===== src/rtl/decode_queue_pkg.sv =====
`default_nettype none
// ============================================================================
//  Module   : decode_queue_pkg
//  Brief    : Shared RV32I opcode / funct3 / funct7 constants and the
//             decoded operation-type encoding used by the decode queue.
//  Revision : 1.0 - initial release
// ============================================================================
package decode_queue_pkg;

  localparam int OPCODE_TYPE_WIDTH = 6;
  typedef logic [OPCODE_TYPE_WIDTH-1:0] optype_t;

  // Major opcodes (instr[6:0])
  localparam logic [6:0] OPC_LUI    = 7'b0110111;
  localparam logic [6:0] OPC_AUIPC  = 7'b0010111;
  localparam logic [6:0] OPC_JAL    = 7'b1101111;
  localparam logic [6:0] OPC_JALR   = 7'b1100111;
  localparam logic [6:0] OPC_BRANCH = 7'b1100011;
  localparam logic [6:0] OPC_LOAD   = 7'b0000011;
  localparam logic [6:0] OPC_STORE  = 7'b0100011;
  localparam logic [6:0] OPC_OPIMM  = 7'b0010011;
  localparam logic [6:0] OPC_OP     = 7'b0110011;
  localparam logic [6:0] OPC_FENCE  = 7'b0001111;
  localparam logic [6:0] OPC_SYSTEM = 7'b1110011;

  // funct3 values
  localparam logic [2:0] F3_BEQ  = 3'b000, F3_BNE  = 3'b001, F3_BLT  = 3'b100;
  localparam logic [2:0] F3_BGE  = 3'b101, F3_BLTU = 3'b110, F3_BGEU = 3'b111;
  localparam logic [2:0] F3_LB   = 3'b000, F3_LH   = 3'b001, F3_LW   = 3'b010;
  localparam logic [2:0] F3_LBU  = 3'b100, F3_LHU  = 3'b101;
  localparam logic [2:0] F3_SB   = 3'b000, F3_SH   = 3'b001, F3_SW   = 3'b010;
  localparam logic [2:0] F3_ADD  = 3'b000, F3_SLL  = 3'b001, F3_SLT  = 3'b010;
  localparam logic [2:0] F3_SLTU = 3'b011, F3_XOR  = 3'b100, F3_SRL  = 3'b101;
  localparam logic [2:0] F3_OR   = 3'b110, F3_AND  = 3'b111;

  // funct7 values
  localparam logic [6:0] F7_BASE = 7'b0000000;
  localparam logic [6:0] F7_ALT  = 7'b0100000;

  // Decoded operation types
  localparam optype_t OPTYPE_NOP   = 6'd0,  OPTYPE_LUI   = 6'd1,  OPTYPE_AUIPC = 6'd2;
  localparam optype_t OPTYPE_JAL   = 6'd3,  OPTYPE_JALR  = 6'd4,  OPTYPE_BEQ   = 6'd5;
  localparam optype_t OPTYPE_BNE   = 6'd6,  OPTYPE_BLT   = 6'd7,  OPTYPE_BGE   = 6'd8;
  localparam optype_t OPTYPE_BLTU  = 6'd9,  OPTYPE_BGEU  = 6'd10, OPTYPE_LB    = 6'd11;
  localparam optype_t OPTYPE_LH    = 6'd12, OPTYPE_LW    = 6'd13, OPTYPE_LBU   = 6'd14;
  localparam optype_t OPTYPE_LHU   = 6'd15, OPTYPE_SB    = 6'd16, OPTYPE_SH    = 6'd17;
  localparam optype_t OPTYPE_SW    = 6'd18, OPTYPE_ADDI  = 6'd19, OPTYPE_SLTI  = 6'd20;
  localparam optype_t OPTYPE_SLTIU = 6'd21, OPTYPE_XORI  = 6'd22, OPTYPE_ORI   = 6'd23;
  localparam optype_t OPTYPE_ANDI  = 6'd24, OPTYPE_SLLI  = 6'd25, OPTYPE_SRLI  = 6'd26;
  localparam optype_t OPTYPE_SRAI  = 6'd27, OPTYPE_ADD   = 6'd28, OPTYPE_SUB   = 6'd29;
  localparam optype_t OPTYPE_SLL   = 6'd30, OPTYPE_SLT   = 6'd31, OPTYPE_SLTU  = 6'd32;
  localparam optype_t OPTYPE_XOR   = 6'd33, OPTYPE_SRL   = 6'd34, OPTYPE_SRA   = 6'd35;
  localparam optype_t OPTYPE_OR    = 6'd36, OPTYPE_AND   = 6'd37, OPTYPE_FENCE = 6'd38;
  localparam optype_t OPTYPE_SYSTEM = 6'd39;

endpackage
`default_nettype wire


===== src/rtl/rv32i_decode.sv =====
`default_nettype none
// ============================================================================
//  Module   : rv32i_decode
//  Brief    : Purely combinational RV32I decoder: operation type, register
//             fields, immediate, predicted next PC and illegal-encoding flag.
//  Revision : 1.0 - initial release
// ============================================================================
module rv32i_decode
  import decode_queue_pkg::*;
#(
  parameter int CHECK_ILLEGAL = 1
) (
  input  logic [31:0] instr_i,
  input  logic [31:0] pc_i,
  output optype_t     optype_o,
  output logic [4:0]  rd_o,
  output logic [4:0]  rs1_o,
  output logic [4:0]  rs2_o,
  output logic [31:0] imm_o,
  output logic [31:0] pred_target_o,
  output logic        is_ls_o,
  output logic        is_jump_o,
  output logic        illegal_o
);

  logic [6:0]  w_opcode;
  logic [2:0]  w_funct3;
  logic [6:0]  w_funct7;
  logic [31:0] w_imm_i, w_imm_s, w_imm_b, w_imm_u, w_imm_j, w_shamt;

  assign w_opcode = instr_i[6:0];
  assign w_funct3 = instr_i[14:12];
  assign w_funct7 = instr_i[31:25];
  assign w_imm_i  = {{20{instr_i[31]}}, instr_i[31:20]};
  assign w_imm_s  = {{20{instr_i[31]}}, instr_i[31:25], instr_i[11:7]};
  assign w_imm_b  = {{19{instr_i[31]}}, instr_i[31], instr_i[7], instr_i[30:25], instr_i[11:8], 1'b0};
  assign w_imm_u  = {instr_i[31:12], 12'b0};
  assign w_imm_j  = {{11{instr_i[31]}}, instr_i[31], instr_i[19:12], instr_i[20], instr_i[30:21], 1'b0};
  assign w_shamt  = {27'b0, instr_i[24:20]};

  optype_t     w_raw_op;
  logic [31:0] w_imm;
  logic        w_no_rd, w_ls, w_jump, w_rel, w_bad, w_report;

  // Classify the word by opcode, then refine the operation by funct3/funct7
  always_comb begin
    w_raw_op = OPTYPE_NOP;
    w_imm    = 32'b0;
    w_no_rd  = 1'b0;
    w_ls     = 1'b0;
    w_jump   = 1'b0;
    w_rel    = 1'b0;
    w_bad    = (instr_i[1:0] != 2'b11);
    case (w_opcode)
      OPC_LUI:   begin w_raw_op = OPTYPE_LUI;   w_imm = w_imm_u; end
      OPC_AUIPC: begin w_raw_op = OPTYPE_AUIPC; w_imm = w_imm_u; end
      OPC_JAL:   begin w_raw_op = OPTYPE_JAL;   w_imm = w_imm_j; w_jump = 1'b1; w_rel = 1'b1; end
      OPC_JALR: begin
        w_raw_op = OPTYPE_JALR; w_imm = w_imm_i; w_jump = 1'b1;
        if (w_funct3 != 3'b000) w_bad = 1'b1;
      end
      OPC_BRANCH: begin
        w_imm = w_imm_b; w_no_rd = 1'b1; w_jump = 1'b1; w_rel = 1'b1;
        case (w_funct3)
          F3_BEQ:  w_raw_op = OPTYPE_BEQ;
          F3_BNE:  w_raw_op = OPTYPE_BNE;
          F3_BLT:  w_raw_op = OPTYPE_BLT;
          F3_BGE:  w_raw_op = OPTYPE_BGE;
          F3_BLTU: w_raw_op = OPTYPE_BLTU;
          F3_BGEU: w_raw_op = OPTYPE_BGEU;
          default: w_bad = 1'b1;
        endcase
      end
      OPC_LOAD: begin
        w_imm = w_imm_i; w_ls = 1'b1;
        case (w_funct3)
          F3_LB:   w_raw_op = OPTYPE_LB;
          F3_LH:   w_raw_op = OPTYPE_LH;
          F3_LW:   w_raw_op = OPTYPE_LW;
          F3_LBU:  w_raw_op = OPTYPE_LBU;
          F3_LHU:  w_raw_op = OPTYPE_LHU;
          default: w_bad = 1'b1;
        endcase
      end
      OPC_STORE: begin
        w_imm = w_imm_s; w_no_rd = 1'b1; w_ls = 1'b1;
        case (w_funct3)
          F3_SB:   w_raw_op = OPTYPE_SB;
          F3_SH:   w_raw_op = OPTYPE_SH;
          F3_SW:   w_raw_op = OPTYPE_SW;
          default: w_bad = 1'b1;
        endcase
      end
      OPC_OPIMM: begin
        w_imm = w_imm_i;
        case (w_funct3)
          F3_ADD:  w_raw_op = OPTYPE_ADDI;
          F3_SLT:  w_raw_op = OPTYPE_SLTI;
          F3_SLTU: w_raw_op = OPTYPE_SLTIU;
          F3_XOR:  w_raw_op = OPTYPE_XORI;
          F3_OR:   w_raw_op = OPTYPE_ORI;
          F3_AND:  w_raw_op = OPTYPE_ANDI;
          F3_SLL: begin
            w_raw_op = OPTYPE_SLLI; w_imm = w_shamt;
            if (w_funct7 != F7_BASE) w_bad = 1'b1;
          end
          default: begin
            // funct3 101: shift right, logical or arithmetic by funct7
            w_raw_op = (w_funct7 == F7_ALT) ? OPTYPE_SRAI : OPTYPE_SRLI;
            w_imm    = w_shamt;
            if (w_funct7 != F7_BASE && w_funct7 != F7_ALT) w_bad = 1'b1;
          end
        endcase
      end
      OPC_OP: begin
        if (w_funct7 == F7_ALT) begin
          case (w_funct3)
            F3_ADD:  w_raw_op = OPTYPE_SUB;
            F3_SRL:  w_raw_op = OPTYPE_SRA;
            default: w_bad = 1'b1;
          endcase
        end else if (w_funct7 == F7_BASE) begin
          case (w_funct3)
            F3_ADD:  w_raw_op = OPTYPE_ADD;
            F3_SLL:  w_raw_op = OPTYPE_SLL;
            F3_SLT:  w_raw_op = OPTYPE_SLT;
            F3_SLTU: w_raw_op = OPTYPE_SLTU;
            F3_XOR:  w_raw_op = OPTYPE_XOR;
            F3_SRL:  w_raw_op = OPTYPE_SRL;
            F3_OR:   w_raw_op = OPTYPE_OR;
            default: w_raw_op = OPTYPE_AND;
          endcase
        end else begin
          w_bad = 1'b1;
        end
      end
      OPC_FENCE:  begin w_raw_op = OPTYPE_FENCE;  w_imm = w_imm_i; end
      OPC_SYSTEM: begin w_raw_op = OPTYPE_SYSTEM; w_imm = w_imm_i; end
      default:    w_bad = 1'b1;
    endcase
  end

  // An illegal word is neutralised into a NOP so dispatch never acts on it
  assign w_report      = (CHECK_ILLEGAL != 0) && w_bad;
  assign optype_o      = w_report ? OPTYPE_NOP : w_raw_op;
  assign rd_o          = (w_report || w_no_rd) ? 5'd0 : instr_i[11:7];
  assign rs1_o         = instr_i[19:15];
  assign rs2_o         = instr_i[24:20];
  assign imm_o         = w_imm;
  assign is_ls_o       = w_ls && !w_report;
  assign is_jump_o     = w_jump && !w_report;
  assign illegal_o     = w_report;
  assign pred_target_o = (w_rel && !w_report) ? (pc_i + w_imm) : (pc_i + 32'd4);

endmodule
`default_nettype wire


===== src/rtl/decode_queue.sv =====
`default_nettype none
// ============================================================================
//  Module   : decode_queue
//  Brief    : Circular instruction queue between fetch and dispatch; the head
//             entry is decoded combinationally for dispatch.
//  Revision : 1.0 - initial release
// ============================================================================
module decode_queue
  import decode_queue_pkg::*;
#(
  parameter int DEPTH_LOG     = 3,
  parameter int CHECK_ILLEGAL = 1
) (
  input  logic                 clk_in,
  input  logic                 rst_in,
  input  logic                 rdy_in,
  input  logic                 flush,
  input  logic                 if_valid,
  input  logic [31:0]          if_instr,
  input  logic [31:0]          if_pc,
  output logic                 if_ready,
  output logic                 out_valid,
  input  logic                 out_ready,
  output logic [31:0]          out_pc,
  output optype_t              out_optype,
  output logic [4:0]           out_rd,
  output logic [4:0]           out_rs1,
  output logic [4:0]           out_rs2,
  output logic [31:0]          out_imm,
  output logic [31:0]          out_pred_target,
  output logic                 out_is_ls,
  output logic                 out_is_jump,
  output logic                 out_illegal,
  output logic [DEPTH_LOG:0]   count
);

  localparam int               DEPTH  = 1 << DEPTH_LOG;
  localparam logic [DEPTH_LOG:0] C_FULL = {1'b1, {DEPTH_LOG{1'b0}}};

  logic [31:0]          instr_mem_q [DEPTH];
  logic [31:0]          pc_mem_q    [DEPTH];
  logic [DEPTH_LOG-1:0] wr_ptr_q, wr_ptr_d;
  logic [DEPTH_LOG-1:0] rd_ptr_q, rd_ptr_d;
  logic [DEPTH_LOG:0]   count_q, count_d;
  logic                 w_push, w_pop;

  // if_ready ignores pops so a full queue never passes data straight through
  assign if_ready  = (count_q != C_FULL);
  assign out_valid = (count_q != '0) && rdy_in;
  assign w_push    = if_valid && if_ready && rdy_in && !flush;
  assign w_pop     = out_valid && out_ready && !flush;
  assign count     = count_q;

  // Next pointer / occupancy; flush wins over any push or pop while enabled
  always_comb begin
    wr_ptr_d = wr_ptr_q;
    rd_ptr_d = rd_ptr_q;
    count_d  = count_q;
    if (rdy_in) begin
      if (flush) begin
        wr_ptr_d = '0;
        rd_ptr_d = '0;
        count_d  = '0;
      end else begin
        if (w_push) wr_ptr_d = wr_ptr_q + DEPTH_LOG'(1);
        if (w_pop)  rd_ptr_d = rd_ptr_q + DEPTH_LOG'(1);
        if (w_push && !w_pop)      count_d = count_q + (DEPTH_LOG+1)'(1);
        else if (w_pop && !w_push) count_d = count_q - (DEPTH_LOG+1)'(1);
      end
    end
  end

  // Pointer and occupancy registers with synchronous reset
  always_ff @(posedge clk_in) begin
    if (rst_in) begin
      wr_ptr_q <= '0;
      rd_ptr_q <= '0;
      count_q  <= '0;
    end else begin
      wr_ptr_q <= wr_ptr_d;
      rd_ptr_q <= rd_ptr_d;
      count_q  <= count_d;
    end
  end

  // Entry storage; contents need no reset because count gates visibility
  always_ff @(posedge clk_in) begin
    if (w_push && !rst_in) begin
      instr_mem_q[wr_ptr_q] <= if_instr;
      pc_mem_q[wr_ptr_q]    <= if_pc;
    end
  end

  assign out_pc = pc_mem_q[rd_ptr_q];

  rv32i_decode #(
    .CHECK_ILLEGAL (CHECK_ILLEGAL)
  ) u_decode (
    .instr_i       (instr_mem_q[rd_ptr_q]),
    .pc_i          (pc_mem_q[rd_ptr_q]),
    .optype_o      (out_optype),
    .rd_o          (out_rd),
    .rs1_o         (out_rs1),
    .rs2_o         (out_rs2),
    .imm_o         (out_imm),
    .pred_target_o (out_pred_target),
    .is_ls_o       (out_is_ls),
    .is_jump_o     (out_is_jump),
    .illegal_o     (out_illegal)
  );

endmodule
`default_nettype wire


===== config.mk =====
export PLATFORM = sky130hd
export DESIGN_NAME = decode_queue
export DESIGN_NICKNAME = d
export VERILOG_FILES = /design/src/rtl/decode_queue_pkg.sv /design/src/rtl/rv32i_decode.sv /design/src/rtl/decode_queue.sv
export SDC_FILE = /design/constraint.sdc
export NUM_CORES = 1
export LEC_CHECK = 0
export ABC_AREA = 1
export CORE_AREA = 2 2 219 221
export CTS_CLUSTER_DIAMETER = 200
export DETAILED_ROUTE_END_ITERATION = 16
export DIE_AREA = 0 0 221 223
export GPL_TIMING_DRIVEN = 0
export PLACE_DENSITY = 0.79
export SLEW_MARGIN = 10
export SYNTH_ARGS = -nofsm -noshare
export SYNTH_HDL_FRONTEND = slang
export SYNTH_SLANG_ARGS = --single-unit

===== constraint.sdc =====
create_clock -name clk_in -period 6.2 [get_ports clk_in]
set_input_delay 0.62 -clock clk_in [delete_from_list [all_inputs] [get_ports clk_in]]
set_output_delay 0.62 -clock clk_in [all_outputs]
set_load 0.02 [all_outputs]

==> impl_results.md, run 1 <==
- Synth async-reset ratio: 0
- Clock Skew: around 0.033 ns
- Tcrit/Tclk final: 0.974
- Clk sink count: roughly 530
- Wire length of the first global-routing pass: between 100 and 150 mm
- GP Congestion: roughly 0.95
- Via-to-Cell Ratio: roughly 6
- Initial antenna violation count: 6
- HP Class: input pin to register
- Post-route setup slack: between 0.15 and 0.2 ns
- Synth top area share: 0.625
- CTS Buffer Depth: 3
- Total Power: about 8.0 mW
- Buf/Inv on CP: 11
- Worst Hold End: count[3]
- Sw Ratio: 0.251
- HPWL after detailed placement: ~55 mm
- Comb pwr share: 0.125
- Fraction of layout cells with a size suffix above 1: 0.116
- Non-filler cells, final: around 3300
- Area Overhead vs Synth: 22.0%
- Avg WL per Cell: 23.5 um
- Critical Path AT: around 5.4 ns
- Synth area leaders: edfxtp_1 (63%), nand2_1 (7.2%), nor2_1 (5.1%), o21ai_0 (4.7%), nand3_1 (2.9%)
- Largest net degree at the start of global routing: 29
- Worst hold slack: ~0.36 ns
- Routed WL: ~77 mm
- Die Y: between 200 and 250 um
- Slew HR: 0.419
- H-tree depth: 2
- Synth cell count leaders: edfxtp_1 (512), nand2_1 (472), nor2_1 (333)
- Psw: between 2 and 2.5 mW
- Synth warn: 0
- Internal power: ~6 mW
- Sequential element share of the synthesized area: 0.636
- Placed cells: around 3200
- RSZ-0062 raised after global routing: yes
- Gate count of the mapped netlist: 2356
- Via count: roughly 20000
- Mean Syn Cell Area: between 10 and 15 sq um
- Pre-CTS WS: -1.49 ns
- Mapped Area: between 20000 and 25000 sq um
- Primary FF master, synth: edfxtp_1
- Syn Nets: 2464
- Internal reg-to-reg setup slack: about 3.3 ns
- Fmax: between 150 and 200 MHz
- Skew-Pair Late Insertion Delay: roughly 0.62 ns
- Leak: between 10 and 15 nW
- R2r endpoint: pc_mem_q[0][31]
- Count leader, synth: edfxtp_1
- Pwr per Cell Area: between 200 and 300 nW/um^2
- Final hold vios: 0
- Worst EP required: approximately 5.6 ns
- Crit path capture type: primary output
- GR Overflow Total: 0
- Clk network pwr share: 0.389
- Setup TNS: 0 ns
- Antenna-violating nets left: 0
- Crit path largest cell delay: roughly 0.43 ns
- Worst Path Max Fanout: 10
- Slowest CP cell: ha_2
- Fin crit period: ~6.0 ns
- Status: completed
- Final setup violation count: 0
- Io pins: 196
- CTS tree: yes
- First-pass detailed-route iteration total: 6
- Cell variety after synth: 53
- FF-to-FF path depth: 8
- Actual slew at the worst max-slew pin: 0.866 ns
- Fin area: ~30000 sq um
- Max-Cap Viols: 0
- Hold-fix buffers, CTS: 0
- Setup CP Type: register to primary output
- Worst VDD drop: between 0.2 and 0.25 mV
- GR Util All Layers: 0.308
- Reg clk slew, reported paths: approximately 0.060 ns
- Cell area after placement: 27900 sq um
- Nets: between 2000 and 3000
- DR DRC count: 0
- I/O Buffers: between 150 and 200
- CP delay by family, top: buffers and inverters
- Die width: roughly 220 um
- Min-delay src: rst_in
- Final count of pins violating max slew: 0
- Root buf cell: clkbuf_16
- Worst setup SP type: register
- Post-synth EDFFs: roughly 510
- Iteration-0 DRC Markers: around 2500
- Vias in the first global route: roughly 19000
- Sequential group share of total power: 0.486
- RR Startpoint: count[0]
- Area leader, netlist: edfxtp_1
- Hold path depth: 2
- Core Footprint: 47100 sq um
- CTS buffer count: 52
- Row count: 80
- Initial Util: 0.522
- Post-route core utilization: 0.636
- Synthesis-stage register bit count: around 530
- Die ar.: 49300 sq um
## metal layers
layer,up-vias,track usage,routed length (um)
li1,8793,-,-
met1,9344,0.420,30600
met2,1145,0.488,35700
met3,224,0.0503,7190
met4,2,0.146,3630
met5,-,0,13
## registers in the layout, indices dropped and copies added (netlist names), named ones only
name and count:
instr_mem_q 256, wr_ptr_q 3, rd_ptr_q 3, count 4, pc_mem_q 256
## placed cells by master, fill, tap and decap left out, drive strengths merged, types with 2 or more instances in the layout
master | netlist | layout
nand3 | 145 | 145
clkbuf | 28 | 101
nor2 | 339 | 339
clkinv | 2 | 23
dlygate4sd2 | 0 | 7
a31oi | 11 | 11
a21o | 4 | 4
buf | 76 | 97
nand2 | 481 | 481
o22ai | 60 | 60
o21ai | 286 | 286
clkdlybuf4s50 | 0 | 173
dlymetal6s2s | 0 | 6
o21bai | 2 | 2
ha | 36 | 36
diode | 0 | 6
xor2 | 37 | 37
o211ai | 22 | 22
xnor2 | 16 | 16
nand4 | 7 | 7
edfxtp | 512 | 512
a21oi | 63 | 63
a22oi | 4 | 4
dfxtp | 13 | 13
or2 | 5 | 5
inv | 157 | 160
o31ai | 2 | 2
bufinv | 0 | 5
clkdlybuf4s15 | 0 | 3
nor3 | 25 | 25
o21a | 8 | 8
nor3b | 3 | 3
fa | 2 | 2
## power by group through the flow
stage	clock network [mW]	logic, mW	registers [mW]
after CTS	3.15	0.974	3.91
after global routing	3.28	1.07	3.91
after floorplan	0	0.532	3.99
after detailed placement	0	0.959	3.99
final	3.13	1.00	3.91
after global placement	0	0.937	3.99
## worst reg2reg max path, stage by stage, from the launching register on
cell     delay [ns]
dfxtp_1        0.47
nor2_1         0.10
nand3_1        0.10
nand3_1        0.12
nor2_1         0.27
nand3_1        0.39
nor2_4         0.64
buf_16         0.26
buf_12         0.22
## worst max path at each step
stage,end,slack [ns],cells after the start
finish,out_pred_target[29],0.16,26
global route,out_pred_target[29],-0.06,26
CTS,out_pred_target[29],-0.01,27
detailed placement,out_pred_target[19],-1.49,23
global placement,instr_mem_q[0][17],-1.68,5
floorplan,out_pred_target[16],1.01,24
## logic make-up (layout without fill, tap and decap cells)
logic type,after synthesis,in the layout,synth area share
other cells,0,6,0
buf+inv,263,576,0.0502
simple gates,1007,1007,0.169
fa+ha+maj,38,38,0.0199
flops,525,525,0.636
compound gates,470,470,0.106
xor+xnor,53,53,0.0189
## final cells by class
type	count	area, sq um
Sequential cell	525	15600
Inverter	159	601
Timing Repair Buffer	223	2510
Buffer	100	721
Antenna cell	6	15.0
Fill cell	3611	17100
Clock buffer	64	1370
Multi-Input combinational cell	1568	8060
Clock inverter	30	318
Tap cell	615	769
## repair_timing
item                       CTS  global route
setup buffers                4             2
pin swaps                    2             4
gates resized for setup    108            68
setup endpoints to repair   31            26
cloned                       0             0
Power figures use the tool's default switching activity.
==> run 2: changes to the inputs <==
--- a/config.mk
+++ b/config.mk
@@ -5,11 +5,11 @@
 export SDC_FILE = /design/constraint.sdc
 export NUM_CORES = 1
 export LEC_CHECK = 0
-export ABC_AREA = 1
-export CORE_AREA = 2 2 219 221
+export CORE_AREA = 2 2 217 219
 export CTS_CLUSTER_DIAMETER = 200
+export CTS_CLUSTER_SIZE = 28
 export DETAILED_ROUTE_END_ITERATION = 16
-export DIE_AREA = 0 0 221 223
+export DIE_AREA = 0 0 219 221
 export GPL_TIMING_DRIVEN = 0
 export PLACE_DENSITY = 0.79
 export SLEW_MARGIN = 10
==> impl_results.md, run 2 <==
- CTS buffer count: 22
- Antenna-violating nets left: 0
- Largest net degree at the start of global routing: 30
- Non-filler cells, final: ~2400
- Max-Cap Viols: 0
- Core Footprint: about 46000 sq um
- Final count of pins violating max slew: 0
- I/O Buffers: 195
- Nets: 1890
- Vias in the first global route: roughly 15000
- Post-route setup slack: -0.0107 ns
- Die width: roughly 220 um
- CTS Buffer Depth: 3
- Via-to-Cell Ratio: approximately 6.4
- First-pass detailed-route iteration total: 5
- Sw Ratio: 0.217
- Slew HR: 0.390
- Critical Path AT: 5.59 ns
- Synth Area in Compound Gates: 0.0618
- Worst Path Max Fanout: 10
- Root buf cell: clkbuf_16
- Crit path capture type: primary output
- Clk network pwr share: 0.277
- Fin crit period: 6.21 ns
- Mapped Area: about 24000 sq um
- Failing checks: negative setup slack
- Initial Util: 0.525
- Io pins: a little under 200
- Post-synthesis xor/xnor area fraction: 0.0232
- Internal power: between 4 and 5 mW
- Row count: 79
- Placed cells: approximately 2300
- Reg clk slew, reported paths: roughly 0.090 ns
- Pwr per Cell Area: 209 nW/um^2
- GR Util All Layers: 0.269
- Simple-Gate Fraction of Synth Area: 0.0691
- Sequential group share of total power: 0.634
- Clock Skew: approximately 0.024 ns
- Worst hold slack: approximately 0.53 ns
- Post-synthesis mux area share: 0.154
- Fraction of layout cells with a size suffix above 1: 0.252
- Final setup violation count: 1
- DR DRC count: 0
- Sequential element share of the synthesized area: 0.647
- H-tree depth: 1
- Mean Syn Cell Area: around 16 sq um
- Most common cell after layout, fill and taps aside: edfxtp_1
- Area leader, netlist: edfxtp_1
- Synth cell count leaders: edfxtp_1 (512), mux4_2 (126), nor2_1 (108)
- Met2 usage: 0.443
- HPWL after detailed placement: between 40 and 50 mm
- CTS tree: yes
- Syn Nets: ~1600
- Count leader, synth: edfxtp_1
- Gate count of the mapped netlist: around 1500
- Avg WL per Cell: 27.3 um
- Fmax: about 160 MHz
- Hold-fix buffers, CTS: 0
- GP Congestion: between 0.9 and 1
- Status: finished with violations
- Cell variety after synth: 82
- Synth area leaders: edfxtp_1 (64%), mux4_2 (12%), ha_1 (1.9%), mux2i_1 (1.7%), nor2_1 (1.7%)
- GRT met1 Usage: 0.372
- Skew-Pair Late Insertion Delay: 0.59 ns
- Psw: between 1 and 1.5 mW
- Initial antenna violation count: 6
- HP Class: register to register
- Primary FF master, synth: edfxtp_1
- Worst EP required: roughly 5.6 ns
- Via count: roughly 15000
- Synth warn: 0
- Post-synth EDFFs: ~500
- Tcrit/Tclk final: 1.00
- Iteration-0 DRC Markers: between 1500 and 2000
- Synth top area share: 0.636
- Area Overhead vs Synth: 22.1%
- Wire length of the first global-routing pass: between 90 and 100 mm
- Actual slew at the worst max-slew pin: about 0.91 ns
- Routed WL: about 66 mm
- Synth Area in Adders: 0.0203
- Die ar.: slightly below 50000 sq um
- Synth async-reset ratio: 0
- Comb pwr share: 0.089
- Die Y: between 200 and 250 um
- Final hold vios: 0
- GR Overflow Total: 0
- Gr busiest metal: met2
- M3 GR Usage: 0.0429
- Setup CP Type: register to primary output
- Leading cell types in the layout, fill and taps excluded: edfxtp_1 (512), clkdlybuf4s50_1 (171), mux4_2 (126), nor2_1 (93), nand2_1 (69)
- Clk sink count: between 500 and 600
- Leak: between 9 and 10 nW
- Worst VDD drop: between 0.2 and 0.25 mV
- Post-route core utilization: 0.641
- Worst setup SP type: register
- Synthesis-stage register bit count: roughly 530
- RSZ-0062 raised after global routing: yes
- Largest family of logic cells by synthesized area: multiplexers
## run 2: area by class of cell
| cell class | instances | area, sq um |
|---|---|---|
| fillers | 3192 | 16500 |
| flip-flops and latches | 525 | 15600 |
| multi-input cells | 873 | 8750 |
| repair buffers | 266 | 2850 |
| well taps | 607 | 759 |
| plain buffers | 57 | 746 |
| clock buffers | 30 | 602 |
| inverters | 37 | 139 |
| diodes | 5 | 12.5 |
| clock inverters | 1 | 8.76 |
## run 2: metrics by stage
stage | cell area [sq um] | TNS (ns) | setup slack [ns] | total power, mW
final | 29500 | -0.0107 | -0.0107 | 6.16
after global routing | 29500 | -0.450 | -0.164 | 6.32
after CTS | 29100 | -0.110 | -0.110 | 6.15
after detailed placement | 27500 | -44.82 | -2.14 | 4.48
after global placement | 26900 | -759.18 | -2.08 | 4.46
after floorplan | 24200 | 0 | 0.461 | 4.26
## run 2: cells by family after synthesis
logic type               Yosys count
AO/OA/AOI/OAI                    232
XOR/XNOR                          64
adder cells (fa/ha/maj)           38
buffers and inverters             98
flip-flops                       525
multiplexers                     205
AND/OR/NAND/NOR                  334
## run 2: path summary, 6_finish.rpt
| check | startpoint | to | slack, ns | cells after the start |
|---|---|---|---|---|
| max | register | out_pred_target[24] | -0.01 | 24 |
| max reg2reg | count[0] | pc_mem_q[1][20] | 3.16 | 11 |
| min reg2reg | rd_ptr_q[2] | rd_ptr_q[2] | 0.53 | 2 |
| min | rd_ptr_q[2] | rd_ptr_q[2] | 0.53 | 2 |
## run 2: worst max-delay path, stage by stage (launching register included)
cell	delay, ns
dfxtp_4	0.38
buf_6	0.14
buf_8	0.17
buf_12	0.17
mux4_2	0.36
mux2i_4	0.19
nor2_1	0.07
o2111a_1	0.26
o31ai_4	0.29
nor2b_4	0.21
nor2b_4	0.22
o22a_2	0.21
buf_6	0.11
fa_2	0.28
nand2b_4	0.17
a21oi_4	0.06
o2111ai_2	0.22
a21oi_2	0.11
o211ai_1	0.20
buf_4	0.18
a21boi_2	0.05
o21a_1	0.19
or3_1	0.35
a31o_1	0.25
buf_6	0.14
## run 2: what timing repair did
action / 4_1_cts / 5_1_grt
buffers inserted: 24 / 20
gates resized for setup: 248 / 83
gates cloned: 0 / 0
pin swaps: 23 / 34
endpoints found under the setup margin: 37 / 25
## run 2: metal layers
layer  up-vias  wire length [um]  part of all wire
li1       6570                 -                 -
met1      7777             25200              0.38
met2       855             32200              0.49
met3       113              6330             0.096
met4         6              1870             0.029
met5         -                37           0.00056
## run 2: power groups by stage
stage	clock network, mW	logic, mW	registers, mW
after floorplan	0	0.267	3.99
after global placement	0	0.473	3.99
after detailed placement	0	0.489	3.99
after CTS	1.72	0.520	3.91
after global routing	1.83	0.581	3.91
final	1.71	0.547	3.91
